## src/rtl/fcpu_pkg.sv

```systemverilog
`default_nettype none
// ============================================================================
//  Module   : fcpu_pkg
//  Brief    : Shared widths, the ROB station entry type, opcode helpers and
//             the commit-stage state type for the fcpu core.
//  Revision : 1.0 - initial release
// ============================================================================
package fcpu_pkg;

    localparam int unsigned RSV_ID_W   = 4;   // ROB entry id width
    localparam int unsigned DATA_W     = 32;  // datapath width
    localparam int unsigned REG_ADDR_W = 6;   // MSB = float-file select, rest = index
    localparam int unsigned INSTR_W    = 6;   // opcode width

    localparam logic [INSTR_W-1:0] OP_NOP    = 6'd0;
    localparam logic [INSTR_W-1:0] OP_ADD    = 6'd1;
    localparam logic [INSTR_W-1:0] OP_SUB    = 6'd2;
    localparam logic [INSTR_W-1:0] OP_LOAD   = 6'd3;
    localparam logic [INSTR_W-1:0] OP_FADD   = 6'd4;
    localparam logic [INSTR_W-1:0] OP_STORE  = 6'd5;
    localparam logic [INSTR_W-1:0] OP_BRANCH = 6'd6;

    typedef struct packed {
        logic [RSV_ID_W-1:0]   station_id;
        logic                  valid;
        logic                  ready;
        logic [REG_ADDR_W-1:0] dst_reg;
        logic [INSTR_W-1:0]    opcode;
        logic [DATA_W-1:0]     content;
    } station_t;

    typedef enum logic [0:0] {
        IDLE       = 1'b0,
        WAIT_STORE = 1'b1
    } commit_state_t;

    // Stores retire through the store unit handshake.
    function automatic logic op_is_store(input logic [INSTR_W-1:0] opcode);
        return (opcode == OP_STORE);
    endfunction

    // Ops with no architectural destination never touch the register file.
    function automatic logic op_writes_reg(input logic [INSTR_W-1:0] opcode);
        return !((opcode == OP_STORE) || (opcode == OP_BRANCH) || (opcode == OP_NOP));
    endfunction

endpackage
`default_nettype wire

```

## src/rtl/commit_unit.sv

```systemverilog
`default_nettype none
// ============================================================================
//  Module   : commit_unit
//  Brief    : In-order retirement stage. Pops the ROB head, writes its result
//             to the integer or float register file and releases committed
//             stores to the store unit. Optional trace port under the
//             COMMIT_TRACE_EN macro.
//  Revision : 1.0 - initial release
// ============================================================================
module commit_unit
    import fcpu_pkg::*;
#(
    parameter int unsigned RETIRE_CNT_W  = 32,
    parameter int unsigned STORE_TIMEOUT = 0
) (
    input  logic                    clk,
    input  logic                    nrst,
    input  logic                    i_valid,
    input  station_t                i_commit_data,
    output logic                    i_ready,
    output logic                    rf_we,
    output logic                    rf_fp,
    output logic [REG_ADDR_W-2:0]   rf_waddr,
    output logic [DATA_W-1:0]       rf_wdata,
    output logic [RSV_ID_W-1:0]     rf_wtag,
    output logic                    st_commit_valid,
    input  logic                    st_commit_ready,
    input  logic                    rob_clear,
    output logic [RETIRE_CNT_W-1:0] retired_cnt,
    output logic                    err_store_timeout
`ifdef COMMIT_TRACE_EN
    ,
    output logic                    trace_valid,
    output logic [RSV_ID_W-1:0]     trace_rsv_id,
    output logic [INSTR_W-1:0]      trace_opcode,
    output logic [DATA_W-1:0]       trace_data
`endif
);

    commit_state_t             state_q, state_d;
    logic                      ready_d;
    logic                      stv_d;
    logic                      hs_w;
    logic                      writes_w;
    logic                      rf_we_q, rf_fp_q;
    logic [REG_ADDR_W-2:0]     rf_waddr_q;
    logic [DATA_W-1:0]         rf_wdata_q;
    logic [RSV_ID_W-1:0]       rf_wtag_q;
    logic [RETIRE_CNT_W-1:0]   retired_cnt_q;
    logic [31:0]               wait_cnt_q;
    logic                      err_q;

    // Next-state and handshake outputs; a flush in the same cycle blocks acceptance.
    always_comb begin
        state_d = state_q;
        ready_d = 1'b0;
        stv_d   = 1'b0;
        case (state_q)
            IDLE: begin
                ready_d = nrst & ~rob_clear;
                if (i_valid && ready_d && op_is_store(i_commit_data.opcode)) begin
                    state_d = WAIT_STORE;
                end
            end
            WAIT_STORE: begin
                stv_d = 1'b1;
                if (st_commit_ready) begin
                    state_d = IDLE;
                end
            end
            default: state_d = IDLE;
        endcase
    end

    assign hs_w = i_valid & ready_d;

    // Integer register 0 is hardwired, so writes to it are dropped.
    assign writes_w = op_writes_reg(i_commit_data.opcode) &
                      (i_commit_data.dst_reg[REG_ADDR_W-1] |
                       (i_commit_data.dst_reg[REG_ADDR_W-2:0] != '0));

    // State register.
    always_ff @(posedge clk or negedge nrst) begin
        if (!nrst) state_q <= IDLE;
        else       state_q <= state_d;
    end

    // Register-file write stage: strobe lasts exactly one cycle per accepted writer.
    always_ff @(posedge clk or negedge nrst) begin
        if (!nrst) begin
            rf_we_q    <= 1'b0;
            rf_fp_q    <= 1'b0;
            rf_waddr_q <= '0;
            rf_wdata_q <= '0;
            rf_wtag_q  <= '0;
        end else begin
            rf_we_q <= hs_w & writes_w;
            if (hs_w) begin
                rf_fp_q    <= i_commit_data.dst_reg[REG_ADDR_W-1];
                rf_waddr_q <= i_commit_data.dst_reg[REG_ADDR_W-2:0];
                rf_wdata_q <= i_commit_data.content;
                rf_wtag_q  <= i_commit_data.station_id;
            end
        end
    end

    // Retired-instruction counter, wraps naturally.
    always_ff @(posedge clk or negedge nrst) begin
        if (!nrst)     retired_cnt_q <= '0;
        else if (hs_w) retired_cnt_q <= retired_cnt_q + RETIRE_CNT_W'(1);
    end

    // Store-ack watchdog: counts unacknowledged wait cycles, saturates, sets a sticky flag.
    always_ff @(posedge clk or negedge nrst) begin
        if (!nrst) begin
            wait_cnt_q <= '0;
            err_q      <= 1'b0;
        end else if (state_q == WAIT_STORE && !st_commit_ready) begin
            if (wait_cnt_q < STORE_TIMEOUT) begin
                wait_cnt_q <= wait_cnt_q + 32'd1;
                if (wait_cnt_q + 32'd1 == STORE_TIMEOUT) begin
                    err_q <= 1'b1;
                end
            end
        end else if (state_q == IDLE) begin
            wait_cnt_q <= '0;
        end
    end

`ifdef COMMIT_TRACE_EN
    logic                trace_valid_q;
    logic [RSV_ID_W-1:0] trace_rsv_id_q;
    logic [INSTR_W-1:0]  trace_opcode_q;
    logic [DATA_W-1:0]   trace_data_q;

    // Trace record of every retired entry, one cycle after acceptance.
    always_ff @(posedge clk or negedge nrst) begin
        if (!nrst) begin
            trace_valid_q  <= 1'b0;
            trace_rsv_id_q <= '0;
            trace_opcode_q <= '0;
            trace_data_q   <= '0;
        end else begin
            trace_valid_q <= hs_w;
            if (hs_w) begin
                trace_rsv_id_q <= i_commit_data.station_id;
                trace_opcode_q <= i_commit_data.opcode;
                trace_data_q   <= i_commit_data.content;
            end
        end
    end

    assign trace_valid  = trace_valid_q;
    assign trace_rsv_id = trace_rsv_id_q;
    assign trace_opcode = trace_opcode_q;
    assign trace_data   = trace_data_q;
`endif

    assign i_ready           = ready_d;
    assign st_commit_valid   = stv_d;
    assign rf_we             = rf_we_q;
    assign rf_fp             = rf_fp_q;
    assign rf_waddr          = rf_waddr_q;
    assign rf_wdata          = rf_wdata_q;
    assign rf_wtag           = rf_wtag_q;
    assign retired_cnt       = retired_cnt_q;
    assign err_store_timeout = err_q;

endmodule
`default_nettype wire

```

## config.mk

```make
export PLATFORM = sky130hd
export DESIGN_NAME = commit_unit
export DESIGN_NICKNAME = d
export VERILOG_FILES = /design/src/rtl/fcpu_pkg.sv /design/src/rtl/commit_unit.sv
export SDC_FILE = /design/constraint.sdc
export NUM_CORES = 1
export LEC_CHECK = 0
export BUFFER_PORTS_ARGS = -buffer_cell sky130_fd_sc_hd__buf_2
export CAP_MARGIN = 20
export CORE_ASPECT_RATIO = 0.9
export CORE_MARGIN = 10
export CORE_UTILIZATION = 51
export CTS_CLUSTER_SIZE = 30
export DETAILED_ROUTE_END_ITERATION = 12
export PLACE_DENSITY_LB_ADDON = 0.05
export SLEW_MARGIN = 20
export SYNTH_ARGS = -nofsm -noshare
export SYNTH_HDL_FRONTEND = slang
export SYNTH_SLANG_ARGS = --single-unit
```

## constraint.sdc

```tcl
create_clock -name clk -period 4.4 [get_ports clk]
set_input_delay 0.88 -clock clk [delete_from_list [all_inputs] [get_ports clk]]
set_output_delay 0.88 -clock clk [all_outputs]
set_load 0.01 [all_outputs]
```

=== Yosys cells after proc, flatten, opt, wreduce, memory -nomap -nowiden ===
Index checks and enable logic that the tools add are counted.

* Reduce and logical (&&, ||, !) cells: 12
* Bitwise logic cells: 7
* Div/mod/pow operators: 0
* Multipliers: 0
* Shift operators: 0
* Order comparisons: 1
* Add/sub/neg operators: 2
* Eq/ne operators: 4
* Muxes and demuxes: 8

{| class="wikitable"
|+ Operators by type and width
! kind !! number
|-
| 32-bit 2-to-1 mux || 3
|-
| 32-bit by 1-bit adder with 32-bit output (second input constant) || 2
|-
| 32-bit zero test || 1
|-
| 32-bit by 1-bit < comparator with 1-bit output (second input constant) || 1
|-
| 6-bit by 3-bit equality test with 1-bit output (second input constant) || 2
|-
| 6-bit zero test || 1
|-
| 5-bit nonzero test || 1
|-
| 1-bit AND || 4
|-
| 1-bit 2-to-1 mux || 4
|-
| 2-bit by 1-bit != test with 1-bit output (second input constant) || 2
|-
| 1-bit logical AND || 3
|-
| 3-bit AND reduction || 1
|-
| 1-bit zero test || 2
|-
| 1-bit logical OR || 2
|-
| 1-bit NOT || 2
|-
| 1-bit case mux with 2 select lines || 1
|-
| 2-bit AND reduction || 1
|-
| 1-bit bitwise OR || 1
|}

* Word-level logic and storage cells: 43
* Bits in latches: 0
* Bits in writable memories: 0
* Register bits after elaboration: 109
* Memories kept: 0
* Input bits: 55
* Output and inout bits: 78
* Memory bits (read-only): 0

=== Logic depth before layout (Yosys ltp) ===
Gate-level depths: netlist (run 1).

* Word-level depth: 6
* Mapped depth: 6

=== Worst setup path after synthesis (run 1) ===
Ideal clock, no wire load.

* Kind: input to output
* Start: in rob_clear
* End: out i_ready
* Path buffers: 0
* Setup slack: 2.269 ns
* Data arrival time: 1.251 ns
* Stages on the path: 1
* Cell sequence: nor3b_1

* Cells in the longest elaborated chain, start to end: 3

{| class="wikitable"
|+ Ends and longest elaborated chain
! element !! RTL line !! text
|-
| from (decl) || commit_unit.sv:28 || <nowiki>input logic rob_clear,</nowiki>
|-
| 1-bit NOT || commit_unit.sv:60 || <nowiki>ready_d = nrst & ~rob_clear;</nowiki>
|-
| 1-bit AND || commit_unit.sv:60 ||
|-
| 1-bit 2-to-1 mux || commit_unit.sv:58 || <nowiki>case (state_q)</nowiki>
|-
| to (decl) || commit_unit.sv:20 || <nowiki>output logic i_ready,</nowiki>
|}

Every way passes these cells.

=== Worst setup path after layout (run 1) ===
* Start: in nrst
* End: out i_ready

* Cells in the longest elaborated chain, start to end: 2

{| class="wikitable"
|+ Ends and longest elaborated chain
! element !! RTL line !! text
|-
| from (decl) || commit_unit.sv:17 || <nowiki>input logic nrst,</nowiki>
|-
| 1-bit AND || commit_unit.sv:60 ||
|-
| 1-bit 2-to-1 mux || commit_unit.sv:58 ||
|}

Every way passes these cells.

==> flow_results.org, run 1 <==
** Synth
- Sequential elements use 59.6% of the synthesized area.
- Post-synthesis area per instance :: about 14 um2
- Register bit total from synthesis :: 76
- Of the post-synthesis cell area, the dominant cell type holds 59.6%.
- Post-synthesis cell count :: roughly 230
- When the netlist entered floorplanning its net count stood at 290.
- Top cells by area, synth :: sky130_fd_sc_hd__dfrtp_1 60%, sky130_fd_sc_hd__mux2_1 8.5%, sky130_fd_sc_hd__mux2_2 6.4%
- Synth unique cells :: 32
- Post-synthesis cell type with the largest combined area :: sky130_fd_sc_hd__dfrtp_1
- Post-synthesis instance area :: around 3200 um2
- Yosys synthesis warning count :: 0

** Detailed routing
- Total met2 wirelength after detailed routing :: 3.59 mm
- Total DRC errors in the routed layout :: 0
- Wires add up to 7.68 mm.
- The routed layout has about 2300 vias.
- Top layer reached by signal wires :: met4
- The pre-antenna-repair detailed-routing pass consisted of 4 iterations.
- Via density :: 5.20
- The count of nets left with antenna violations once routing finished came out at 0.
- M1 WL :: about 3.2 mm
- Dividing the detail-routed wire length by the instance count gives 17.3 um.
- Number of DRC markers in iteration 0 :: 50
- Met3 WL :: 819 um

** Run status
- Result of the run :: complete, no violations

** Timing
- Setup violations remaining at the end of the flow were counted as 0.
- Measured against its own limit, the worst slew margin works out to 43.6%.
- Final Hold Slack :: 0.359 ns
- Setup repair after global routing left no endpoint under its margin.
- Layout Skew :: 0.00842 ns
- The worst path in the final design needs a cycle of about 2.4 ns, including I/O delays and setup.
- The final number of max-transition violations came to 0.
- Static timing analysis puts the maximum clock frequency at 420 MHz.
- Number of hold violations in the final report :: 0
- Of the available clock period, the critical path in the final layout requires between 50% and 60%.
- Setup slack of the critical path after layout :: about 2 ns
- At the pin with the least slew margin, the transition time is about 0.85 ns.
- Setup total negative slack on the finished layout was measured at 0 ns.

** Clock tree
- Clock transition at the register clock pins on the worst setup and hold paths after CTS :: 0.08 ns
- Buffers inserted during clock tree synthesis total 9.
- The tree is rooted in a sky130_fd_sc_hd__clkbuf_8.
- Cts-stage hold buffer count :: 0
- Largest buffer count on any clock path :: 2
- Post-cts gate resize count :: 0
- TritonCTS built the clock tree.
- Clock insertion delay at the later pin of the skew report :: ~0.34 ns
- The clock net in this run drives a total of 76 sinks.
- Buffers added to address setup during post-CTS repair amount to 0.
- Number of H-tree levels :: 3

** Worst setup path
- Data required time at the worst endpoint :: 3.52 ns
- Crit path largest cell delay :: 0.25 ns
- The signal on the critical path passes through buf_4 -> nor3b_1 -> buf_2.
- STA classifies the critical path endpoint as a primary output.
- Worst-path maximum fanout :: 11
- For the worst setup path, the data arrival time is 1.50 ns.
- Minimum setup slack among reg-to-reg paths :: between 2 and 2.5 ns
- STA classifies the critical path startpoint as an input port.
- The slowest stage of the critical path belongs to the cell sky130_fd_sc_hd__nor3b_1.
- Number of cells on the worst reg-to-reg path :: 5
- Startpoint-to-endpoint class of the critical path :: in2out

** Global route
- The via count of the first global-routing pass was approximately 2500.
- Entering global routing, the biggest net connects 69 pins.
- GRT Resource Usage Total :: roughly 16%
- Sum of overflow across all layers after global routing :: 0
- Antenna violations before repair :: 0
- The first global-routing pass estimated 12.4 mm of wire.

** Pwr
- Overall power :: 1.78 mW
- Summed over all cells, the static leakage comes to ~2.1 nW.
- Power density over the cells :: 429 nW/um2
- The worst-case IR drop observed on VDD is 0.282 mV.

** Layout
- Combined flip-flop and latch cell area :: 1900 um2
- Layout area overhead :: 29.8%
- Utilization after layout :: 68.1%
- Leaving out fill and tap cells, the most frequent cell in the layout is sky130_fd_sc_hd__buf_2.
- Footprint of the multi-input gates :: 1240 um2
- Share of layout cells above drive strength 1 :: 45.8%
- Count of nets after finishing :: 423
- Ant diodes :: 0
- The layout has 470 filler cells.
- Commonest cells after routing, fill and taps aside :: 128 x sky130_fd_sc_hd__buf_2, 76 x sky130_fd_sc_hd__dfrtp_1, 24 x sky130_fd_sc_hd__mux2_1

** Floorplanning
- FP Rows :: 27
- The initial utilization of the core area, before any placement, comes to 52.4%.
- After floorplanning, the core was sized to cover 6080 um2.
- Number of primary I/O pins :: 133
- The die covers 9820 um2.
- From left edge to right edge, the die measures about 100 um.
- Floorplan die height :: around 95 um

** Place
- The count of buffers added on input and output ports is between 100 and 150.
- Final weighted congestion in routability-driven placement :: roughly 0.78
- Timing analysis after detailed placement gives a worst setup slack of 1.72 ns.
- The HPWL after detailed placement is ~6 mm.

** Min path
- Hold WC Path Type :: in2async

** Run
- Max-capacitance violation count :: 0
-- worst max-delay path: cells and delay by family --
family | cells | cell delay (ns)
buffers and inverters | 2 | 0.36
and+or+nand+nor | 1 | 0.25
-- worst paths after layout --
path                                              end                     from
min                        retired_cnt[0]$_DFFE_PN0P_                     nrst
min in group clk              rf_wdata[9]$_DFFE_PN0P_  rf_wdata[9]$_DFFE_PN0P_
max reg2reg                retired_cnt[6]$_DFFE_PN0P_        state_q$_DFF_PN0_
max in group asynchronous      rf_wtag[1]$_DFFE_PN0P_                     nrst
max                                           i_ready                     nrst
min reg2reg                   rf_wdata[9]$_DFFE_PN0P_  rf_wdata[9]$_DFFE_PN0P_
-- power breakdown --
group          internal (mW)  switching (mW)
registers              0.792          0.0566
logic                  0.148           0.158
clock network          0.375           0.247
total                   1.32           0.462
-- kinds of logic after synthesis --
group	Yosys count	synth area share, %
AO/OA/AOI/OAI	3	0.628
XOR/XNOR	32	8.79
adder cells (fa/ha/maj)	1	0.392
buffers and inverters	14	2.08
flip-flops	76	59.6
multiplexers	42	14.8
other	1	0.118
AND/OR/NAND/NOR	65	13.5
-- cell usage after synthesis --
master	n
sky130_fd_sc_hd__a221oi_1	1
sky130_fd_sc_hd__and2_1	2
sky130_fd_sc_hd__and3_1	4
sky130_fd_sc_hd__and4_1	4
sky130_fd_sc_hd__buf_1	1
sky130_fd_sc_hd__buf_2	5
sky130_fd_sc_hd__buf_4	2
sky130_fd_sc_hd__clkbuf_1	1
sky130_fd_sc_hd__conb_1	1
sky130_fd_sc_hd__dfrtp_1	76
sky130_fd_sc_hd__ha_1	1
sky130_fd_sc_hd__inv_1	5
sky130_fd_sc_hd__mux2_1	24
sky130_fd_sc_hd__mux2_2	18
sky130_fd_sc_hd__nand2_1	14
sky130_fd_sc_hd__nand3_1	10
sky130_fd_sc_hd__nand3b_1	1
sky130_fd_sc_hd__nand4_1	9
sky130_fd_sc_hd__nand4_2	1
sky130_fd_sc_hd__nand4_4	1
sky130_fd_sc_hd__nor2_1	2
sky130_fd_sc_hd__nor3_1	7
sky130_fd_sc_hd__nor3b_1	1
sky130_fd_sc_hd__nor4_1	2
sky130_fd_sc_hd__nor4_2	3
sky130_fd_sc_hd__nor4_4	2
sky130_fd_sc_hd__nor4bb_1	1
sky130_fd_sc_hd__o21ai_1	1
sky130_fd_sc_hd__o22ai_1	1
sky130_fd_sc_hd__or3_1	1
sky130_fd_sc_hd__xnor2_1	21
sky130_fd_sc_hd__xor2_1	11
-- metrics by stage --
stage               instance area (um2)  instances
CTS                                4140        443
global route                       4140        443
finish                             4140        443
global placement                   3910        428
detailed placement                 3910        428
floorplan                          3190        234
-- area by class of cell --
class                           instances  share of cell area [%]
Clock buffer                           11                    3.17
Clock inverter                          4                    2.39
Sequential cell                        76                    45.9
Inverter                                5                   0.453
Tap cell                               72                    2.18
Multi-Input combinational cell        144                    29.9
Timing Repair Buffer                  131                    16.0
-- flip-flops by register name (all words and copies together) (netlist names) --
name and cells:
rf_fp 1, rf_wtag 4, rf_we 1, state_q 1
retired_cnt 32, rf_waddr 5, rf_wdata 32
-- metal layers --
metal / global-route usage, % / vias to the layer above
li1: - / 1089
met1: 19.2 / 1118
met2: 25.4 / 90
met3: 8.10 / 7
met4: 4.51 / 0
met5: 0 / -
No activity file was read; power rests on OpenSTA's default activity.
==> run 2: changes to the inputs <==
- ABC_AREA: default -> 1
- CORE_UTILIZATION: 51 -> 45
- clock period: 4.4 -> 2 ns (I/O delays scaled with it)
==> flow_results.org, run 2 <==
** Run status
- The flow ran to the end, and the final reports show no timing, DRC or antenna violations.

** Synth
- The net count after synthesis was 497 (+71%).
- Most instantiated library cell after synthesis :: sky130_fd_sc_hd__nand2_1
- For this run, the leading register cell type out of synthesis is sky130_fd_sc_hd__dfrtp_1.
- The count of mapped cells out of synthesis came to 441 (+88%).
- The number of enable-type register cells in the synthesized netlist is 0 (unchanged).
- Area share of the leading cell type in the synthesized netlist :: 52.6% (-7.0 points)
- Synth unique cells :: 29 (-9.4%)
- Post-synthesis area per instance :: 8.20 um2 (-40%)
- Post-synthesis instance area :: 3620 um2 (+13%)
- Yosys synthesis warning count :: 0 (unchanged)
- The register area share after synthesis is 52.6% (-7.0 points).
- Post-synthesis cell type with the largest combined area :: sky130_fd_sc_hd__dfrtp_1
- Top cells by area, synth :: sky130_fd_sc_hd__dfrtp_1 53%, sky130_fd_sc_hd__nand2_1 19%, sky130_fd_sc_hd__inv_1 4.2%
- The async set or reset register ratio after synthesis was 100% (unchanged).
- Register bit total from synthesis :: 76 (unchanged)
- The commonest cells after synthesis are 187 x sky130_fd_sc_hd__nand2_1, 76 x sky130_fd_sc_hd__dfrtp_1, 40 x sky130_fd_sc_hd__inv_1.

** Global route
- Vias in the first global route :: 3211 (+30%)
- GRT Resource Usage Total :: 16.1% (-0.074 points)
- Sum of overflow across all layers after global routing :: 0 (unchanged)
- Antenna violations before repair :: 0 (unchanged)
- The global-route wire length before repair was 16.0 mm (+29%).
- The largest net degree at the start of global routing was 66 (-4.3%).

** Layout
- The final-stage net count was 636 (+50%).
- Final instance area :: 4670 um2 (+13%)
- Commonest cells after routing, fill and taps aside :: 187 x sky130_fd_sc_hd__nand2_1, 128 x sky130_fd_sc_hd__buf_2, 76 x sky130_fd_sc_hd__dfrtp_1
- Share of layout cells above drive strength 1 :: 30.6% (-15 points)
- The number of fill cells was 694 (+48%).
- The number of diodes was 0 (unchanged).
- The library cell used most frequently in the layout, excluding fill and tap cells, is sky130_fd_sc_hd__nand2_1.
- Utilization after layout :: 60.6% (-7.5 points)
- Relative to the synthesized area, the layout overhead comes to 29.0%.

** Worst setup path
- The setup slack on the worst flop-to-flop path came to 0.44 ns (-1.88 ns).
- Number of cells on the worst reg-to-reg path :: 8 (+3)
- The worst setup path is launched from an input port.
- RR Endpoint :: retired_cnt[26]$_DFFE_PN0P_
- Kind of capture point of the worst setup path :: primary output
- Critical R2R Launch :: retired_cnt[1]$_DFFE_PN0P_
- The signal arrival time at the worst endpoint is 1.52 ns (+0.02 ns).
- Worst-path maximum fanout :: 14 (+3)
- Data required time at the worst endpoint :: 1.60 ns (-1.92 ns)
- The critical path in this run is classified as in2out.

** Floorplanning
- The area of the die is 12000 um2 (+22%).
- FP Rows :: 30 (+11%)
- The horizontal die dimension was 114 um (+11%).
- The placeable core area was 7690 um2 (+27%).
- Number of primary I/O pins :: 133 (unchanged)
- Initial cell density of the core :: 47.0% (-5.5 points)
- Floorplan die height :: 105 um (+11%)

** Timing
- Number of max-slew violations in the final report :: 0 (unchanged)
- Period minus WS final :: 1.92 ns
- Fmax achieved :: 521 MHz
- The transition at the pin with the smallest max-transition slack is 0.836 ns (-0.0104 ns).
- Aggregate negative setup slack :: 0 ns (unchanged)
- The worst-case setup margin in the final layout came to 0.0812 ns (-1.94 ns).
- Setup repair after global routing left no endpoint under its margin.
- Period utilization :: a little over nine tenths
- The number of endpoints with negative hold slack in the final report came to 0 (unchanged).
- The final count of negative-setup-slack endpoints is 0 (unchanged).
- The final clock skew is 0.00925 ns (+0.000833 ns).
- The headroom to the max-slew limit is 44.2% (+0.69 points).

** Min path
- Worst Hold Path EP :: state_q$_DFF_PN0_
- Startpoint of the most critical hold path :: st_commit_ready
- The worst hold path was traced through 2 stages.
- Hold WC Path Type :: in2reg

** Clock tree
- Largest buffer count on any clock path :: 2 (unchanged)
- The insertion delay to the later sink of the worst-skew pair came to 0.34 ns (about the same).
- Clock transition at the register clock pins on the worst setup and hold paths after CTS :: 0.07 ns (about the same)
- CTS tree :: done
- Number of buffers created by CTS :: 9 (unchanged)
- The number of sinks driven by the clock tree is 76 (unchanged).
- The H-tree level count is 3 (unchanged).
- The tree is rooted in a sky130_fd_sc_hd__clkbuf_8.

** Pwr
- Power density over the cells :: 851 nW/um2 (+98%)
- Overall power :: 3.97 mW (+120%)
- The leakage dissipation was 2.58 nW (+21%).
- Largest vdd supply drop :: 0.571 mV (+100%)

** Detailed routing
- The number of remaining DRC errors came to 0 (unchanged).
- The remaining number of nets flagged by the antenna check after routing is 0 (unchanged).
- The final routed wire length divided by cell count is 14.1 um (-19%).
- The mean number of vias per cell was 4.65 (-10%).
- The total wire length came to 9.61 mm (+25%).
- The iteration count of the initial detailed-routing pass is 4 (unchanged).
- The detailed router's first-iteration violation count is 133 (+170%).
- The total number of vias came to 3170 (+38%).

** Place
- The placed wire-length estimate came to 7.29 mm (+25%).
- The placed cell area is 4370 um2 (+12%).
- Dpl ws :: 0.315 ns (-1.41 ns)
- Final weighted congestion in routability-driven placement :: 0.897 (+14%)
- Port-buffer cells :: 129 (unchanged)

** Run
- The number of violations of the max-capacitance limit is 0 (unchanged).
==> run 2: kinds of logic after synthesis <==
group	synth area share (%)
flops	52.6
buf+inv	6.09
simple gates	35.4
fa+ha+maj	0.346
compound gates	0.588
xor+xnor	4.84
other cells	0.104
==> run 2: repair_timing <==
item                                   4_1_cts  5_1_grt
hold buffers                                 1        0
endpoints found under the hold margin       11        0
gates resized for setup                      0        1
setup endpoints to repair                    0        8
buffers inserted                             0        4
==> run 2: how the worst max path moves through the flow <==
stage | startpoint | endpoint
final | nrst | i_ready
after detailed placement | nrst | retired_cnt[6]$_DFFE_PN0P_
after global routing | nrst | i_ready
after CTS | nrst | i_ready
after global placement | nrst | retired_cnt[6]$_DFFE_PN0P_
after floorplan | retired_cnt[1]$_DFFE_PN0P_ | retired_cnt[10]$_DFFE_PN0P_
==> run 2: area by class of cell <==
class | count | area (um2) | share of cell area (%)
clock buffers | 12 | 155 | 3.33
clock inverters | 4 | 95.1 | 2.04
inverters | 42 | 158 | 3.38
multi-input cells | 312 | 1490 | 32.0
flip-flops and latches | 76 | 1900 | 40.8
well taps | 96 | 120 | 2.57
repair buffers | 139 | 742 | 15.9
==> run 2: metrics by stage <==
stage	hold WS, ns	instances
5_1_grt	0.231	681
4_1_cts	0.227	677
3_3_place_gp	0.264	660
6_report	0.244	681
3_5_place_dp	0.267	660
2_1_floorplan	0.104	441
==> run 2: worst max-delay path: stages <==
cell	delay (ns)
sky130_fd_sc_hd__dlygate4sd3_1	0.60
sky130_fd_sc_hd__buf_6	0.20
sky130_fd_sc_hd__nand3_2	0.12
sky130_fd_sc_hd__inv_1	0.07
sky130_fd_sc_hd__buf_2	0.13
==> run 2: power breakdown <==
part | switching [mW] | internal [mW] | total [mW] | leakage [nW]
Sequential | 0.127 | 1.72 | 1.85 | 0.982
Combinational | 0.381 | 0.283 | 0.664 | 1.47
Clock | 0.559 | 0.897 | 1.46 | 0.127
==> run 2: layer usage <==
metal  GRT usage, %  wire length [um]
met2           25.0              4380
met4           3.94               112
met1           20.1              4210
met3           6.75               912
met5              0                 0
==> run 3: changes to the inputs <==
- CORE_ASPECT_RATIO: 0.9 -> default
==> flow_results.org, run 3 (same netlist as run 2, synthesis figures left out) <==
** Detailed routing
- Wirelength per Cell :: 14.2 um (+0.65%)
- Via density :: 4.69 (+0.72%)
- The number of remaining DRC errors was 0 (unchanged).
- The remaining number of nets flagged by the antenna check after routing is 0 (unchanged).
- The total number of vias is 3188 (+0.57%).
- The detailed router's first-iteration violation count is 84 (-37%).
- DRT Pass-1 Iters :: 4 (unchanged)
- The total wire length was 9.66 mm (+0.50%).

** Clock tree
- Clock insertion delay at the later pin of the skew report :: 0.34 ns (about the same)
- Post-cts gate resize count :: 0 (unchanged)
- The post-cts hold buffer count came to 0 (-1).
- CTS placed an instance of sky130_fd_sc_hd__clkbuf_8 at the clock tree root.
- Number of buffers created by CTS :: 9 (unchanged)
- Buffer count from post-CTS setup fixing :: 0 (unchanged)
- The deepest clock path buffer count is 2 (unchanged).
- Count of clock tree sinks :: 76 (unchanged)
- The H-tree level count is 3 (unchanged).
- TritonCTS built the clock tree.
- The clock input transition at the sequential cells of the worst setup and hold paths came to 0.08 ns (about the same).

** Min path
- Hold WC Path Type :: in2async

** Floorplanning
- The boundary pin count was 133 (unchanged).
- FP Rows :: 32 (+6.7%)
- The height of the chip is 110 um (+4.4%).
- The placeable core area was 7770 um2 (+0.94%).
- The horizontal die dimension came to 110 um (-4.2%).
- Initial cell density of the core :: 46.6% (-0.44 points)
- Floorplan die area :: 12000 um2 (about the same)

** Pwr
- The combinational power share came to 18.2% (+1.5 points).
- Largest vdd supply drop :: 0.451 mV (-21%)
- The clock network power share came to 30.4% (-6.3 points).
- The portion of total power attributed to sequential cells was 51.4% (+4.8 points).
- The power spent charging and discharging nets came to 1.04 mW (-2.4%).
- Power density over the cells :: 792 nW/um2 (-6.9%)
- The internal cell power is 2.56 mW (-12%).
- Leakage power summed over all cells :: 2.51 nW (-2.6%)
- The switching share of power is 28.9% (+2.0 points).

** Place
- The number of buffer cells added on primary ports is 129 (unchanged).
- The final weighted congestion in routability-driven placement came to 0.815 (-9.1%).
- Detailed placement HPWL :: 7.41 mm (+1.6%)

** Global route
- The global routing usage summed across all routing layers is 16.7% (+0.67 points).
- The largest net degree at the start of global routing is 60 (-9.1%).
- The global-route wire length before repair is 16.0 mm (unchanged).
- The via count of the first global-routing pass came to 3318 (+3.3%).
- Antenna violations before repair :: 1 (+1)
- Sum of overflow across all layers after global routing :: 0 (unchanged)

** Timing
- Total of endpoints with negative setup slack in the final report :: 0 (unchanged)
- Setup repair after global routing left no endpoint under its margin.
- The number of endpoints with negative hold slack in the final report came to 0 (unchanged).
- Relative slew margins :: 50.3% (+6.0 points)
- Aggregate negative setup slack :: 0 ns (unchanged)
- Period utilization :: 78.5% (-17 points)
- Measured slew at the worst slew-check pin :: 0.746 ns (-0.0902 ns)
- The hold slack came to 0.0567 ns (-0.187 ns).
- Period minus WS final :: 1.57 ns (-0.348 ns)
- Fmax achieved :: 637 MHz (+22%)
- The final number of max-transition violations is 0 (unchanged).
- The final clock skew is 0.0116 ns (+0.00235 ns).

** Worst setup path
- Kind of capture point of the worst setup path :: register
- The required time of the critical path is 2.24 ns (+0.64 ns).
- Startpoint-to-endpoint class of the critical path :: reg2reg
- The count of cells along the worst register-to-register path is 8 (unchanged).
- The maximum fanout along the worst path was 5 (-9).
- The worst setup path is launched from a register.
- Critical path data arrival time :: 1.81 ns (+0.29 ns)

** Layout
- Leaving out fill and tap cells, the most frequent cell in the layout is sky130_fd_sc_hd__nand2_1.
- Share of layout cells above drive strength 1 :: 29.8% (-0.84 points)
- Ant diodes :: 0 (unchanged)
- The final-stage net count was 631 (-0.79%).
- Layout area overhead :: 25.8%
- The library cells used most frequently in the layout, excluding fill and tap cells, are 187 x sky130_fd_sc_hd__nand2_1, 128 x sky130_fd_sc_hd__buf_2, 76 x sky130_fd_sc_hd__dfrtp_1.

** Run status
- Result of the run :: complete, no violations

** Run
- Max-capacitance violation count :: 0 (unchanged)
==> run 3: cell count changes in the layout (fill, tap and decap cells not counted), sizes merged <==
cell	previous run	this run
buf	138	134
bufinv	3	1
clkbuf	12	11
clkinv	1	2
dlygate4sd3	1	0
==> run 3: critical path, stage by stage (launching register included) <==
cell	delay [ns]
sky130_fd_sc_hd__dfrtp_1	0.43
sky130_fd_sc_hd__ha_1	0.20
sky130_fd_sc_hd__nand3_1	0.14
sky130_fd_sc_hd__inv_1	0.09
sky130_fd_sc_hd__nand2_2	0.10
sky130_fd_sc_hd__nor3_2	0.27
sky130_fd_sc_hd__nand3_1	0.11
sky130_fd_sc_hd__nand2_1	0.08
sky130_fd_sc_hd__nand2_1	0.05
==> run 3: power by group through the flow <==
stage / clock, mW / combinational (mW) / sequential (mW)
detailed placement: 0 / 0.682 / 1.88
finish: 1.09 / 0.658 / 1.85
floorplan: 0 / 0.227 / 1.97
CTS: 1.13 / 0.680 / 1.85
global route: 1.20 / 0.742 / 1.88
global placement: 0 / 0.670 / 1.87
==> run 3: path summary, 6_finish.rpt <==
check | from | to | slack [ns]
worst min-delay path | nrst | rf_wdata[22]$_DFFE_PN0P_ | 0.06
max in group asynchronous | nrst | rf_wdata[27]$_DFFE_PN0P_ | 1.24
worst max register to register | retired_cnt[1]$_DFFE_PN0P_ | retired_cnt[22]$_DFFE_PN0P_ | 0.43
min in group clk | st_commit_ready | state_q$_DFF_PN0_ | 0.24
worst min register to register | rf_wdata[0]$_DFFE_PN0P_ | rf_wdata[0]$_DFFE_PN0P_ | 0.47
worst max-delay path | retired_cnt[1]$_DFFE_PN0P_ | retired_cnt[22]$_DFFE_PN0P_ | 0.43
==> run 3: final cells by class <==
class / instances / area (um2)
fillers: 760 / 3220
flip-flops and latches: 76 / 1900
multi-input cells: 312 / 1490
repair buffers: 134 / 698
inverters: 42 / 158
clock buffers: 11 / 131
well taps: 102 / 128
clock inverters: 3 / 40.0
==> run 3: per-layer routing <==
layer	up-vias	global-route usage, %	wire, um
met5	-	0	0
met4	0	5.11	116
met3	12	8.84	1160
met2	104	26.7	4540
met1	1448	19.1	3840
li1	1624	-	-
==> run 3: stage by stage <==
stage	cells	area (um2)	util (%)	power [mW]	setup WS (ns)
2_1_floorplan	441	3620	-	2.19	0.628
3_3_place_gp	666	4380	56.4	2.54	0.300
3_5_place_dp	666	4380	56.4	2.56	0.289
4_1_cts	680	4550	58.6	3.66	0.405
5_1_grt	680	4550	58.6	3.83	0.239
6_report	680	4550	58.6	3.60	0.429
